## src/rtl/ram_pkg.sv

```systemverilog
// Shared definitions for the RAM DMA initiator: default widths, op and rw
// encodings, and the FSM state type.
package ram_pkg;

    localparam int unsigned RAM_AW = 8;
    localparam int unsigned RAM_DW = 8;

    localparam logic OP_COPY  = 1'b0;
    localparam logic OP_FILL  = 1'b1;

    localparam logic RW_READ  = 1'b1;
    localparam logic RW_WRITE = 1'b0;

    typedef enum logic [1:0] {
        IDLE,
        READ,
        WRITE,
        DONE
    } dma_state_e;

    function automatic logic is_active(input dma_state_e s);
        return (s == READ) || (s == WRITE);
    endfunction

endpackage

```

## src/rtl/ram_dma_addr_gen.sv

```systemverilog
// Address generator for the DMA initiator: holds the latched base addresses,
// length and byte counter, and produces wrapped src/dst addresses.
module ram_dma_addr_gen
    import ram_pkg::*;
#(
    parameter int unsigned AW = RAM_AW
) (
    input  logic          clk,
    input  logic          rst,
    input  logic          i_load,
    input  logic          i_inc,
    input  logic [AW-1:0] i_src,
    input  logic [AW-1:0] i_dst,
    input  logic [AW-1:0] i_len,
    output logic [AW-1:0] o_src_addr,
    output logic [AW-1:0] o_dst_addr,
    output logic          o_last
);

    logic [AW-1:0] r_src;
    logic [AW-1:0] r_dst;
    logic [AW-1:0] r_len;
    logic [AW-1:0] r_cnt;
    logic [AW-1:0] w_cnt_nxt;

    always_ff @(posedge clk) begin
        if (rst) begin
            r_src <= '0;
            r_dst <= '0;
            r_len <= '0;
            r_cnt <= '0;
        end else if (i_load) begin
            r_src <= i_src;
            r_dst <= i_dst;
            r_len <= i_len;
            r_cnt <= '0;
        end else if (i_inc) begin
            r_cnt <= w_cnt_nxt;
        end
    end

    // Sums are truncated to AW bits, so addresses wrap modulo 2^AW.
    assign w_cnt_nxt  = r_cnt + AW'(1);
    assign o_src_addr = r_src + r_cnt;
    assign o_dst_addr = r_dst + r_cnt;
    assign o_last     = (w_cnt_nxt == r_len);

endmodule

```

## src/rtl/ram_dma_initiator.sv

```systemverilog
// Block COPY/FILL DMA initiator for a single-port RAM.
// Optional RAM_DMA_SUM_EN adds a running additive checksum output `sum`.
module ram_dma_initiator
    import ram_pkg::*;
#(
    parameter int unsigned AW = RAM_AW,
    parameter int unsigned DW = RAM_DW
) (
    input  logic          clk,
    input  logic          rst,
    input  logic          start,
    input  logic          op,
    input  logic [AW-1:0] src_addr,
    input  logic [AW-1:0] dst_addr,
    input  logic [AW-1:0] len,
    input  logic [DW-1:0] fill_data,
    output logic          busy,
    output logic          done,
    output logic [AW-1:0] ram_addr,
    output logic [DW-1:0] ram_data,
    output logic          ram_rw,
    output logic          ram_en,
`ifdef RAM_DMA_SUM_EN
    output logic [DW-1:0] sum,
`endif
    input  logic [DW-1:0] ram_out
);

    dma_state_e    r_state;
    dma_state_e    w_next;

    logic          r_op;
    logic [DW-1:0] r_fill;
    logic [DW-1:0] r_hold;
    logic [DW-1:0] w_wdata;
    logic          w_accept;
    logic [AW-1:0] w_src_addr;
    logic [AW-1:0] w_dst_addr;
    logic          w_last;

    assign w_accept = (r_state == IDLE) && start;
    assign w_wdata  = (r_op == OP_FILL) ? r_fill : r_hold;

    ram_dma_addr_gen #(
        .AW (AW)
    ) u_addr_gen (
        .clk        (clk),
        .rst        (rst),
        .i_load     (w_accept),
        .i_inc      (r_state == WRITE),
        .i_src      (src_addr),
        .i_dst      (dst_addr),
        .i_len      (len),
        .o_src_addr (w_src_addr),
        .o_dst_addr (w_dst_addr),
        .o_last     (w_last)
    );

    always_ff @(posedge clk) begin
        if (rst) begin
            r_state <= IDLE;
        end else begin
            r_state <= w_next;
        end
    end

    always_comb begin
        w_next = r_state;
        unique case (r_state)
            IDLE: begin
                if (start) begin
                    if (len == '0) begin
                        w_next = DONE;
                    end else if (op == OP_COPY) begin
                        w_next = READ;
                    end else begin
                        w_next = WRITE;
                    end
                end
            end
            READ:  w_next = WRITE;
            WRITE: begin
                if (w_last) begin
                    w_next = DONE;
                end else if (r_op == OP_COPY) begin
                    w_next = READ;
                end else begin
                    w_next = WRITE;
                end
            end
            DONE:  w_next = IDLE;
            default: w_next = IDLE;
        endcase
    end

    always_ff @(posedge clk) begin
        if (rst) begin
            r_op   <= OP_COPY;
            r_fill <= '0;
            r_hold <= '0;
        end else begin
            if (w_accept) begin
                r_op   <= op;
                r_fill <= fill_data;
            end
            if (r_state == READ) begin
                r_hold <= ram_out;
            end
        end
    end

`ifdef RAM_DMA_SUM_EN
    logic [DW-1:0] r_sum;

    always_ff @(posedge clk) begin
        if (rst || w_accept) begin
            r_sum <= '0;
        end else if (r_state == WRITE) begin
            r_sum <= r_sum + w_wdata;
        end
    end

    assign sum = r_sum;
`endif

    // Outputs are forced idle while rst is high so the write in flight during
    // a mid-command reset never reaches the RAM.
    always_comb begin
        busy     = 1'b0;
        done     = 1'b0;
        ram_en   = 1'b0;
        ram_rw   = RW_READ;
        ram_addr = '0;
        ram_data = '0;
        if (!rst) begin
            busy = is_active(r_state);
            unique case (r_state)
                READ: begin
                    ram_en   = 1'b1;
                    ram_addr = w_src_addr;
                end
                WRITE: begin
                    ram_en   = 1'b1;
                    ram_rw   = RW_WRITE;
                    ram_addr = w_dst_addr;
                    ram_data = w_wdata;
                end
                DONE:    done = 1'b1;
                default: ;
            endcase
        end
    end

endmodule

```

## config.mk

```make
export PLATFORM = sky130hd
export DESIGN_NAME = ram_dma_initiator
export DESIGN_NICKNAME = d
export VERILOG_FILES = /design/src/rtl/ram_pkg.sv /design/src/rtl/ram_dma_addr_gen.sv /design/src/rtl/ram_dma_initiator.sv
export SDC_FILE = /design/constraint.sdc
export NUM_CORES = 1
export LEC_CHECK = 0
export ABC_AREA = 1
export BUFFER_PORTS_ARGS = -buffer_cell sky130_fd_sc_hd__clkbuf_2
export CORE_ASPECT_RATIO = 0.5
export CORE_UTILIZATION = 40
export DETAILED_ROUTE_END_ITERATION = 10
export SLEW_MARGIN = 20
export SYNTH_ARGS = -nofsm -noshare
export SYNTH_HDL_FRONTEND = slang
export SYNTH_SLANG_ARGS = --single-unit
```

## constraint.sdc

```tcl
create_clock -name clk -period 3.25 [get_ports clk]
set_input_delay 0.65 -clock clk [delete_from_list [all_inputs] [get_ports clk]]
set_output_delay 0.65 -clock clk [all_outputs]
set_load 0.01 [all_outputs]
```

-- After elaboration in Yosys (flattened, before gate mapping)
Index checks and enable logic that the tools add are counted.
- register bits after elaboration: 51
- latch bits: 0
- bits in writable memories: 0
- bits in read-only memories: 0
- output and inout bits: 20
- word-level logic and storage cells: 40
- memories kept: 0
- add/sub/neg operators: 3
- $mul: 0
- divide/modulo/power cells: 0
- $lt $le $gt $ge: 0
- equality and inequality tests: 5
- shifts and indexed selects: 0
- muxes and demuxes: 18
- bitwise gates (word level): 0
- reduce and logical (&&, ||, !) cells: 6
- operator list (cell ; number):
    $mux 8 ; 4
    $add 8x8->8 ; 2
    $pmux 8 s2 ; 1
    $mux 2 ; 5
    $add 8x1->8 const B ; 1
    $eq 8x8->1 ; 1
    $logic_not 8->1 ; 1
    $pmux 2 s4 ; 1
    $mux 1 ; 7
    $eq 2x2->1 const B ; 2
    $reduce_or 2->1 ; 2
    $eq 2x1->1 const B ; 1
    $logic_not 2->1 ; 1
    $ne 2x2->1 const B ; 1
    $logic_and 1x1->1 ; 1
    $logic_or 1x1->1 ; 1

-- Depth between registers and ports, before layout
- depth in word-level cells: 4
- gate-level depth with buffers: 16
- mapped depth without buffers: 14

-- Hierarchy
From an unflattened synthesis, not the netlist that was laid out.
- cells, all modules: 451
- area, all modules: 3116.7 um^2
- modules (own cells, without submodules) (module ; times used ; cells each ; area each (um^2) ; sequential area each (um^2)):
    ram_dma_addr_gen ; 1 ; 285 ; 2024.4 ; 640.6
    ram_dma_initiator ; 1 ; 166 ; 1092.3 ; 380.4

-- Worst setup path after synthesis
Ideal clock, no wire load.
- path kind: flip-flop to output port
- start point: reg r_state[0]
- end point: out ram_addr[6]
- data arrival time: 2.506 ns
- required time: 2.600 ns
- slack: 0.094 ns
- stages on the path, launching flop included: 16
- cell sequence: dfxtp_1 inv_1 ha_1 buf_2 clkinv_1 clkbuf_1 nand2_1 nand2_1 ha_1 inv_1 fa_1 o21ai_0 nand2_1 nand2_1 a21oi_1 a21oi_1
- longest elaborated chain between the ends: 3
- elaborated cells on any way between the ends: 4
- classes of those cells: eq/ne (2); mux (2)
- ends and longest elaborated chain (what ; line ; text):
    start, declared ; ram_dma_initiator.sv:29 ; dma_state_e r_state;
    start signal, assigned ; ram_dma_initiator.sv:63 ; r_state <= w_next;
    $eq 2x2->1 / $eq 2x1->1 (equally long branches) ; ram_dma_initiator.sv:137 ; unique case (r_state)
    $pmux 8 s2 (*) ; ram_dma_initiator.sv:137 ;
    $mux 8 (*) ; ram_dma_initiator.sv:135 ; if (!rst) begin
    end, declared ; ram_dma_initiator.sv:19 ; output logic [AW-1:0] ram_addr,
Every way passes the cells marked *; elsewhere a longest branch is shown, timed or not.

-- Worst setup path in the final report
- start point: reg r_state[0]
- end point: out ram_addr[5]
The elaborated chain is that of the path after synthesis.

==> impl_metrics.toml <==
[finish]
fin_area_um2 = 3408
layout.cells.most_common = "nor2_1"
fillers = 681
area_growth_pct = 23.09
n_antenna_cell = 0
layout.nets = 547
layout.cells.non_filler = 578
final_cell_mix = "106 x nor2_1, 77 x nand2_1, 63 x clkbuf_2"
drive_gt1_share_pct = 19.18

[place]
port_buffers = 63
dp_hpwl_um = 5296
placed_cells = 569
place_area_um2 = 3184
gp_routability_congestion = 0.8692
pre_cts_slack_ps = 197.4

[synth]
netlist.area_leader.share_pct = 36.87
synthMuxAreaShare_pct = 0
yosys.area.top_type = "dfxtp_1"
synth_compound_area_share_pct = 17.17
syn_nets = 484
synth_area_um2 = 2769
synthDistinctLibCells = 24
yosys.area_share.simple_pct = 30.09
synth_top_family_by_area = "simple AND/OR/NAND/NOR gates"
yosysWarnings = 0
synth_xor_area_share_pct = 1.582
ys_ff_latch = 51
synthCells = 426
synth_area_leaders = "dfxtp_1 37%, nor2_1 14%, o21ai_0 11%"
synth_fa_ha_area_share_pct = 6.597
synth_area_per_cell_um2 = 6.500
ys_seq_area_share_pct = 36.87

[worst_setup_path]
cpMostUsedCell = "nand2_1"
required_ps = 2600
crit_fanout = 7
cp_slowest_stage_delay_ps = 360
slowest_stage = "dfxtp_2"
path_class = "flop to output pin"
setup.worst_path.start_class = "flop"
path_buf_inv = 4
cp-end-kind = "output pin"
crit_arrival_ps = 2370
path_cells = "inv_2, ha_4, buf_4, nand2_1, nand2_1, ha_1, inv_2, o21bai_2, and2_1, o21ai_1, nand2_1, nand2_1, nand2_1, nor2_1, clkbuf_2"
crit_family = "simple AND/OR/NAND/NOR gates"

[global_routing]
overflow = 0
grt_pass1_vias = 2508
grt_antenna_before_repair = 0
grt_first_pass_wirelength_um = 11510
grt_max_degree = 45
track_usage_pct = 20.70

[die]
start_util_pct = 43.56
die_w_um = 119.7
fp-row-count = 20
core_area_um2 = 6356
die_h_um = 60.83
die_area_um2 = 7279
pin_count = 64

[drt]
dr.pass1.iters = 4
drt-wirelength-per-cell_um = 12.15
drt_iter0_drc = 215
drcViolationCount = 0
route.vias.total = 2755
ant_nets = 0
drt_wl_total_um = 7021
vias_per_cell = 4.766

[timing]
tightest_slew_ps = 557.9
setup_viol = 0
report.final.slew_viol_count = 0
hold_viol = 0
clock-skew-final_ps = 3.536
min_period_over_period_pct = 92.81
relSlewSlack_pct = 62.72
setup_ws_ps = 233.8
period_minus_slack_ps = 3016
fmax_mhz = 331.5

[clock_network]
clk_latency_ps = 290
path_clk_slew_ps = 70
cts_root_buf = "clkbuf_16"
cts-htree-levels = 2
cts_tree = "built"
cts.sinks = 51
cts_buffers = 5
clock_path_buffers = 2

[worst_hold_path]
hp-class = "flop to flop"

[power]
p_per_area_nw_per_um2 = 588.1
irDropWorstVdd_mv = 0.2272
p_leak_nw = 1.640

[status]
outcome = "finished, final reports clean"

[job]
maxCapViolCount = 0
==> timing repair <==
action / in CTS / in global routing
gates cloned: 0 / 0
setup endpoints to repair: 3 / 4
resized for setup: 4 / 9
pin swaps: 0 / 1
hold buffers: 0 / 0
setup buffers: 0 / 1
==> where the power goes <==
part           switching, mW  internal [mW]  leakage (nW)
Sequential            0.0637          0.721         0.421
Combinational          0.345          0.206          1.13
Clock                  0.228          0.442        0.0911
Total                  0.636           1.37          1.64
==> synthesized netlist by cell type <==
master    number
clkinv_1       4
xnor2_1        2
inv_1         36
o21bai_1       2
nand4_1        1
nor2_1       106
nand3_1       18
nor2_4         1
o211ai_1       1
a21oi_2        2
buf_4          1
and2_1         1
fa_1           1
nand2_1       77
xor2_1         3
ha_1          13
o21ai_0       63
nand2_2        2
nor2_2         2
clkbuf_1      12
dfxtp_1       51
a21oi_1       24
buf_2          2
nand3b_1       1
==> path summary, 6_finish.rpt <==
path / start / endpoint / slack (ps) / depth (start not counted)
hold / removal: u_addr_gen.r_len[5] / u_addr_gen.r_len[5] / 480 / 2
hold reg to reg: u_addr_gen.r_len[5] / u_addr_gen.r_len[5] / 480 / 2
setup / recovery: r_state[0] / ram_addr[5] / 230 / 15
setup reg to reg: r_state[1] / u_addr_gen.r_len[1] / 1190 / 7
==> sequential cells by signal, summed over array words and instances (netlist names) <==
name              flops
r_fill                8
u_addr_gen.r_cnt      8
u_addr_gen.r_src      8
r_op                  1
u_addr_gen.r_len      8
r_state               2
u_addr_gen.r_dst      8
r_hold                8
==> layout make-up <==
cell class | instances | area [um^2] | area share (%)
Inverter | 40 | 150.1 | 4.405
Clock buffer | 6 | 128.9 | 3.781
Sequential cell | 51 | 1022 | 29.99
Multi-Input combinational cell | 320 | 1562 | 45.82
Clock inverter | 2 | 60.06 | 1.762
Tap cell | 88 | 110.1 | 3.231
Timing Repair Buffer | 71 | 375.4 | 11.01
==> worst min-delay path: stages, from the launching register on <==
cell and delay, ps:
dfxtp_1 310, inv_1 60, a21oi_1 60
==> per-stage QoR <==
stage               setup TNS (ps)  power, mW  utilization (%)  hold WS, ps
detailed placement               0      1.335            50.10        466.4
CTS                              0      2.008            53.17        476.7
finish                           0      2.004            53.62        475.9
global placement                 0      1.331            50.10        466.9
floorplan                        0      1.163                -        424.2
global route                -1.391      2.141            53.62        511.0
==> cell families (layout without fill, tap and decap cells) <==
kind of cell / count (synthesis) / count (layout)
AOI/OAI and AO/OA: 92 / 92
xor gates and xnor gates: 5 / 5
DFF: 51 / 51
buffers and inverters: 55 / 119
adders and majority gates: 14 / 14
and+or+nand+nor: 209 / 209
==> routing by layer <==
metal	up-vias	track usage, %	share of wire (%)
met5	-	0	0
met4	0	4.464	0.64
met3	7	5.357	7.7
met2	64	31.87	40
met1	1201	29.35	51
li1	1483	-	-
No activity file was read; power rests on OpenSTA's default activity.
